--- config.mk ---
export PLATFORM = sky130hd
export DESIGN_NAME = pkt_dispatch_ctrl
export DESIGN_NICKNAME = d
export VERILOG_FILES = /design/src/rtl/pkt_dispatch_ctrl.sv
export SDC_FILE = /design/constraint.sdc
export NUM_CORES = 1
export LEC_CHECK = 0
export CAP_MARGIN = 25
export CORE_UTILIZATION = 30
export DETAILED_ROUTE_END_ITERATION = 7
export HOLD_SLACK_MARGIN = 0.08
export PLACE_DENSITY_LB_ADDON = 0.15
export REMOVE_ABC_BUFFERS = 1
export SLEW_MARGIN = 0
export SYNTH_ARGS = -nofsm -noshare
export SYNTH_HDL_FRONTEND = slang
export SYNTH_SLANG_ARGS = --single-unit
--- constraint.sdc ---
create_clock -name clk -period 2.8 [get_ports clk]
set_input_delay 0.7 -clock clk [delete_from_list [all_inputs] [get_ports clk]]
set_output_delay 0.7 -clock clk [all_outputs]
set_load 0.005 [all_outputs]
--- src/rtl/pkt_dispatch_ctrl.sv ---
// pkt_dispatch_ctrl: queues packet headers and dispatches each one through its
// processing units, tracking done handshakes with timeout recovery.
module pkt_dispatch_ctrl #(
    parameter int FIFO_DEPTH = 4,
    parameter int ID_WIDTH   = 16,
    parameter int TIMEOUT    = 255
) (
    input  logic                clk,
    input  logic                nrst,
    input  logic                newpkt,
    input  logic [2:0]          fPktType,
    input  logic [ID_WIDTH-1:0] destinationID,
    input  logic [ID_WIDTH-1:0] myNodeID,
    output logic                fifo_full,
    output logic                en_MNI,
    output logic                en_KCH,
    output logic                en_QTU,
    output logic                en_reward,
    input  logic                done_MNI,
    input  logic                done_KCH,
    input  logic                done_QTU,
    input  logic                done_reward,
    output logic                iAmDestination,
    output logic [2:0]          curPktType,
    output logic                busy,
    output logic                pkt_done,
    output logic                timeout_err,
    output logic [7:0]          drop_cnt
);
    localparam int AW = $clog2(FIFO_DEPTH);
    typedef enum logic [2:0] {S_IDLE, S_ISSUE1, S_WAIT1, S_ISSUE2, S_WAIT2, S_FIN} state_t;
    state_t r_state, w_next;
    logic [ID_WIDTH+2:0] r_mem [FIFO_DEPTH];
    logic [AW-1:0] r_wptr, r_rptr;
    logic [AW:0] r_cnt;
    logic [3:0] r_pend, w_pend_nx, w_done;
    logic [7:0] r_timer;
    logic [2:0] w_p1, w_head_type;
    logic w_push, w_pop, w_rew, w_wait;

    assign fifo_full   = r_cnt == (AW+1)'(FIFO_DEPTH);
    assign w_push      = newpkt && !fifo_full;
    assign w_pop       = r_state == S_IDLE && r_cnt != '0;
    assign w_head_type = r_mem[r_rptr][ID_WIDTH+:3];
    assign w_done      = {done_reward, done_QTU, done_KCH, done_MNI};
    assign w_pend_nx   = r_pend & ~w_done;
    assign w_wait      = r_state == S_WAIT1 || r_state == S_WAIT2;
    assign busy        = r_state != S_IDLE;
    // phase-1 unit mask as {QTU, KCH, MNI}
    assign w_p1 = (curPktType == 3'b000 || curPktType == 3'b100) ? 3'b001 :
                  curPktType == 3'b001 ? 3'b011 :
                  curPktType == 3'b010 ? 3'b010 :
                  curPktType == 3'b111 ? 3'b000 : 3'b100;
    assign w_rew = curPktType inside {3'b000, 3'b010, 3'b011, 3'b100} ||
                   (curPktType inside {3'b101, 3'b110} && iAmDestination);

    always_ff @(posedge clk) begin
        if (w_push) r_mem[r_wptr] <= {fPktType, destinationID};
    end

    always_ff @(posedge clk or negedge nrst) begin
        if (!nrst) begin
            r_state        <= S_IDLE;
            r_wptr         <= '0;
            r_rptr         <= '0;
            r_cnt          <= '0;
            r_pend         <= '0;
            r_timer        <= '0;
            curPktType     <= '0;
            iAmDestination <= 1'b0;
            drop_cnt       <= '0;
        end else begin
            r_state <= w_next;
            if (w_push) r_wptr <= r_wptr + 1'b1;
            if (w_pop) begin
                r_rptr         <= r_rptr + 1'b1;
                curPktType     <= w_head_type;
                iAmDestination <= r_mem[r_rptr][ID_WIDTH-1:0] == myNodeID;
            end
            r_cnt <= r_cnt + (AW+1)'(w_push) - (AW+1)'(w_pop);
            if (newpkt && fifo_full && drop_cnt != 8'hFF) drop_cnt <= drop_cnt + 1'b1;
            r_timer <= w_wait ? r_timer + 1'b1 : '0;
            r_pend  <= r_state == S_ISSUE1 ? {1'b0, w_p1} : r_state == S_ISSUE2 ? 4'b1000 : w_pend_nx;
        end
    end

    always_comb begin
        w_next      = r_state;
        en_MNI      = 1'b0;
        en_KCH      = 1'b0;
        en_QTU      = 1'b0;
        en_reward   = 1'b0;
        pkt_done    = 1'b0;
        timeout_err = 1'b0;
        case (r_state)
            S_IDLE:   if (w_pop) w_next = w_head_type == 3'b111 ? S_FIN : S_ISSUE1;
            S_ISSUE1: begin
                {en_QTU, en_KCH, en_MNI} = w_p1;
                w_next = S_WAIT1;
            end
            S_WAIT1, S_WAIT2: begin
                // a done landing in the timeout cycle wins over the abort
                if (w_pend_nx == '0) w_next = (r_state == S_WAIT1 && w_rew) ? S_ISSUE2 : S_FIN;
                else if (r_timer == 8'(TIMEOUT)) begin
                    timeout_err = 1'b1;
                    w_next      = S_FIN;
                end
            end
            S_ISSUE2: begin
                en_reward = 1'b1;
                w_next    = S_WAIT2;
            end
            S_FIN: begin
                pkt_done = 1'b1;
                w_next   = S_IDLE;
            end
            default:  w_next = S_IDLE;
        endcase
    end
endmodule

Word-level counts from Yosys, hierarchy flattened

Memories as Yosys holds them, arrays and structs flattened.
Index checks and enable logic that the tools add are counted.

Register bits: 34
Memory bits (writable): 76
Input bits: 42
Memories: 1

$add $sub $neg: 6
Equality and inequality tests: 19
Multiplexer cells: 23
Bitwise operators: 2
Reductions and logical operators: 19

Memories:

| memory | words | width | rd ports | clocked after memory_dff | wr ports | line | source |
|---|---|---|---|---|---|---|---|
| r_mem  | 4     | 19    | 1        | 0                        | 1        | 33   | `logic [ID_WIDTH+2:0] r_mem [FIFO_DEPTH];` |

Operator list:

| cell                                                | count |
|---|---|
| two-way mux 3 bit                                   | 9 |
| equality test 3 bit, second input constant          | 8 |
| adder 8 x 1 -> 8 bit, second input constant         | 2 |
| equality test 16 bit                                | 1 |
| equality test 3 x 2 -> 1 bit, second input constant | 4 |
| one-hot mux 3 bit (4 select lines)                  | 1 |
| two-way mux 1 bit                                   | 10 |
| equality test 8 bit, second input constant          | 1 |
| two-way mux 4 bit                                   | 2 |
| two-way mux 8 bit                                   | 1 |
| inequality test 8 bit, second input constant        | 1 |
| equality test 3 x 1 -> 1 bit, second input constant | 2 |
| logical AND 1 bit                                   | 6 |
| logical NOT 3 bit                                   | 2 |
| nonzero test 3 bit                                  | 2 |
| adder 2 x 1 -> 2 bit, second input constant         | 2 |
| bitwise AND 4 bit                                   | 1 |
| logical NOT 4 bit                                   | 1 |
| NOT 4 bit                                           | 1 |
| nonzero test 4 bit                                  | 1 |
| adder 3 x 1 -> 3 bit                                | 1 |
| logical OR 1 bit                                    | 3 |
| inequality test 3 bit, second input constant        | 1 |
| subtractor 3 x 1 -> 3 bit                           | 1 |
| other kinds (5)                                     | 5 |

Logic depth before layout (Yosys ltp)

Depth after elaboration: 8
Depth in mapped cells: 10
Depth with buffers taken out: 9

Worst setup path before layout

OpenSTA, ideal clock, no wires.

Path kind: flip-flop to flip-flop
Start: register r_state[1]
End: register r_cnt[2]
Library setup time: 0.123 ns
Arrival time: 2.216 ns
Required time: 2.677 ns
Path slack: 0.462 ns
Cell stages (with the launch flop): 11
Path buffers: 1
Period minus slack after synthesis: 2.338 ns
Cells stage by stage: dfrtp_1 > clkbuf_1 > nor3_1 > inv_1 > nor2_2 > ha_1 > inv_1 > ha_1 > fa_1 > xor2_1 > xnor2_1

Longest elaborated chain between the ends: 3

Ends and longest elaborated chain:

| what                      | line | source |
|---|---|---|
| from (decl)               | 32   | `state_t r_state, w_next;` |
| from (signal assigned)    | 73   | `r_state <= w_next;` |
| logical NOT 3 bit         | 43   | `assign w_pop = r_state == S_IDLE && r_cnt != '0;` |
| logical AND 1 bit         | 43   |  |
| via w_pop                 | 39   | `logic w_push, w_pop, w_rew, w_wait;` |
| subtractor 3 x 1 -> 3 bit | 80   | `r_cnt <= r_cnt + (AW+1)'(w_push) - (AW+1)'(w_pop);` |
| to (signal assigned)      | 80   |  |
| to (decl)                 | 35   | `logic [AW:0] r_cnt;` |

The timed path passes the listed nets, and every way through them passes these cells.
A chain may end at the register's enable or synchronous reset.

Final worst setup path

Start: register r_state[2]
End: output port en_KCH

Longest elaborated chain between the ends: 2

Ends and longest elaborated chain:

| what                         | line | source |
|---|---|---|
| equality test 3 x 1 -> 1 bit | 95   | `case (r_state)` |
| two-way mux 1 bit            | 95   |  |
| to (decl)                    | 16   | `output logic en_KCH,` |

Every way passes these cells.

==> impl_results.md <==
* # rows at 45
* Clock root buffer: clkbuf_16
* Period Utilization, post-route at 94.36%
* Worst-Margin Slew at 0.4550 ns
* CTS buffer count at 9
* Global Route Usage Sum at 12.20%
* ANT nets after route at 0
* Kind of end point of the critical path: output port
* Placed inst area at 0.005687 mm2
* Global-route wire length before repair at 14.68 mm
* Most frequent cells in the layout: edfxtp_1 (76), clkdlybuf4s50_1 (60), dfrtp_1 (33)
* Layout area overhead at 27.27%
* Antenna diodes at 0
* Number of global-route vias before repair at 2767
* CTS H-tree lvls at 3
* PortBufs at 61
* Top cell family by delay on the critical path: simple AND/OR/NAND/NOR gates
* Die Y at 127.6 um
* TritonRoute pass-1 iters at 4
* Clk sinks at 110
* Slowest cell on the critical path: clkdlybuf4s50_1
* Worst Path Required at 2.10 ns
* Slew HR at 69.67%
* Flops & latches, synth at 110
* Worst skew pair latency at 0.36 ns
* IO Count at 62
* Synthesized instance count at 294
* Reg2reg path depth at 10
* DIE AREA at 0.01628 mm2
* Min-Delay Path Class: reg2reg
* Startpoint Class: flip-flop
* Clk slew on worst S/H paths at 0.08 ns
* Mean Syn Cell Area at 16.09 um2
* Commonest non-fill, non-tap cell in the layout: edfxtp_1
* Wirelength, routed at 8.812 mm
* Seq/Total Area, Yosys at 66.23%
* Fmax at 378.5 MHz
* Final instance area at 0.006021 mm2
* DR vias at 2608
* WS Path Type: reg2out
* Largest net degree at the start of global routing at 35
* TritonCTS clock tree: yes
* DRC viols at 0
* RR Startpoint: r_state[1]
* Cts hold-fix bufs at 0
* Final Wtd Congestion at 0.7234
* Peak supply drop at 0.3672 mV
* Yosys warns at 0
* Hold Crit Depth at 1
* WL per Instance at 15.04 um
* Cell Chain, Critical Path: nor2b_1 -> nand2b_1 -> nor3_1 -> clkdlybuf4s50_1
* R2R Path End: r_cnt[2]
* Nets at 421
* Max-cap violations at 0
* PD cells at 939.1 mW/mm2
* Hold Vio Cnt, Final at 0
* Post-Place Cells at 569
* Layout Cells excl Fill at 586
* Core Box Area at 0.01531 mm2
* Setup TNS at 0 ns
* Fraction of layout cells with a size suffix above 1 at 12.80%
* Clk_skew at 0.008656 ns
* Status: complete, no violations
* CP Max Fanout at 8
* Synth Cell Area at 0.004731 mm2
* GRT overflow at 0
* Max Buffers Root-to-Sink at 2
* Crit. Startpoint: r_state[2]
* Setup ws final at 0.1578 ns
* Setup violators final at 0
* Vias per cell at 4.451
* Synth unique cells at 46
* Critical Path Sink: en_KCH
* Initial antenna violation count at 0
* Static leakage at 2.242 nW
* EDFF count, synth at 76
* Worst Setup Slack post-DPL at 0.01692 ns
* Crit path buffers/inverters at 1
* Initial Util at 30.89%
* CP max stage delay at 0.56 ns
* Slew Limit Fails at 0
* Post-DP HPWL at 5.792 mm
* Synth Flop Type: edfxtp_1
* 1st-iter DRT viols at 132
* R2r setup slk at 0.48 ns
* Critical Path Stages at 4
* RSZ-0062 raised after global routing: no
* Async set-reset flop share out of synthesis at 30.91%
* Critical Path AT at 1.94 ns
* Die width at 127.6 um
* Final min period at 2.642 ns
==> timing repair <==
item                                    in CTS  in global routing
endpoints found under the setup margin       0                  2
setup buffers                                0                  1
hold endpoints to repair                     0                  0
gates resized for setup                      0                  3
==> flip-flops by register name, indices dropped and copies added, names as in the netlist, 2 cells and up <==
name,flops
r_mem,76
r_cnt,3
r_rptr,2
r_wptr,2
r_state,3
r_pend,4
drop_cnt,8
r_timer,8
curPktType,3
==> synth_stat cells (all sizes together), types with 2 or more instances <==
library cell	n	area share, %
a21oi	3	0.32
nand2b	7	0.93
mux2	7	1.7
clkbuf	4	0.32
nand2	9	0.71
nand4	4	0.53
inv	10	0.79
xor2	20	3.7
dfrtp	34	18
o21ai	3	0.32
nor2b	4	0.53
xnor2	13	2.4
nand3	7	0.74
nor3	7	0.74
nor4	2	0.40
a211oi	2	0.32
and3	4	0.53
nor2	12	1.0
mux4	15	7.9
ha	8	2.1
mux2i	8	1.7
and2	7	0.93
a21o	2	0.32
buf	6	1.1
a31oi	2	0.26
a22oi	2	0.32
o21bai	3	0.48
edfxtp	76	48
==> worst min-delay path by stage <==
stage | slack (ns) | endpoint | startpoint
6_report | 0.47 | r_timer[0] | r_timer[0]
5_1_grt | 0.50 | r_timer[0] | r_timer[0]
4_1_cts | 0.47 | r_timer[0] | r_timer[0]
3_5_place_dp | 0.46 | r_timer[0] | r_timer[0]
3_3_place_gp | 0.45 | r_timer[0] | r_timer[0]
2_1_floorplan | 0.40 | curPktType[0] | nrst
==> per-stage QoR <==
stage	total power [W]	util (%)	hold slack (ns)
3_3_place_gp	0.004364	37.13	0.4464
2_1_floorplan	0.003570	-	0.4044
5_1_grt	0.006036	39.31	0.5025
4_1_cts	0.005756	39.22	0.4703
3_5_place_dp	0.004382	37.13	0.4600
6_report	0.005654	39.31	0.4683
==> kinds of logic after synthesis <==
| group | after synthesis | share of synthesized area [%] |
|---|---|---|
| AO/OA/AOI/OAI | 26 | 4.179 |
| buffers and inverters | 20 | 2.195 |
| multiplexers | 30 | 11.21 |
| AND/OR/NAND/NOR | 66 | 7.537 |
| flip-flops | 110 | 66.23 |
| adder cells (fa/ha/maj) | 9 | 2.539 |
| XOR/XNOR | 33 | 6.110 |
==> worst reg2reg max path, delay by kind of cell (launching register included) <==
family / cells / cell delay, ns
buf+inv: 3 / 0.32
fa+ha+maj: 3 / 0.68
flops: 1 / 0.40
xor+xnor: 2 / 0.28
simple gates: 2 / 0.51
==> layout make-up <==
class / count / area [um2]
Tap cell: 211 / 264.0
Multi-Input combinational cell: 164 / 1496
Clock buffer: 9 / 225.2
Sequential cell: 110 / 3134
Inverter: 10 / 37.54
Fill cell: 1463 / 9294
Clock inverter: 7 / 95.09
Timing Repair Buffer: 75 / 768.2
==> per-layer routing <==
| layer | routed length (um) | vias up | global-route usage, % |
|---|---|---|---|
| met2 | 4339 | 52 | 20.25 |
| met4 | 153 | 0 | 4.983 |
| met3 | 501 | 12 | 4.439 |
| met5 | 0 | - | 0 |
| li1 | - | 1258 | - |
| met1 | 3818 | 1286 | 14.33 |
==> power breakdown <==
part           total (W)  internal, W  switching, W  leakage (nW)
Combinational    0.00194      0.00103      0.000909         0.956
Sequential       0.00236      0.00215      0.000214          1.13
Clock            0.00135     0.000722      0.000629         0.157
(Power assumes the default switching activity.)
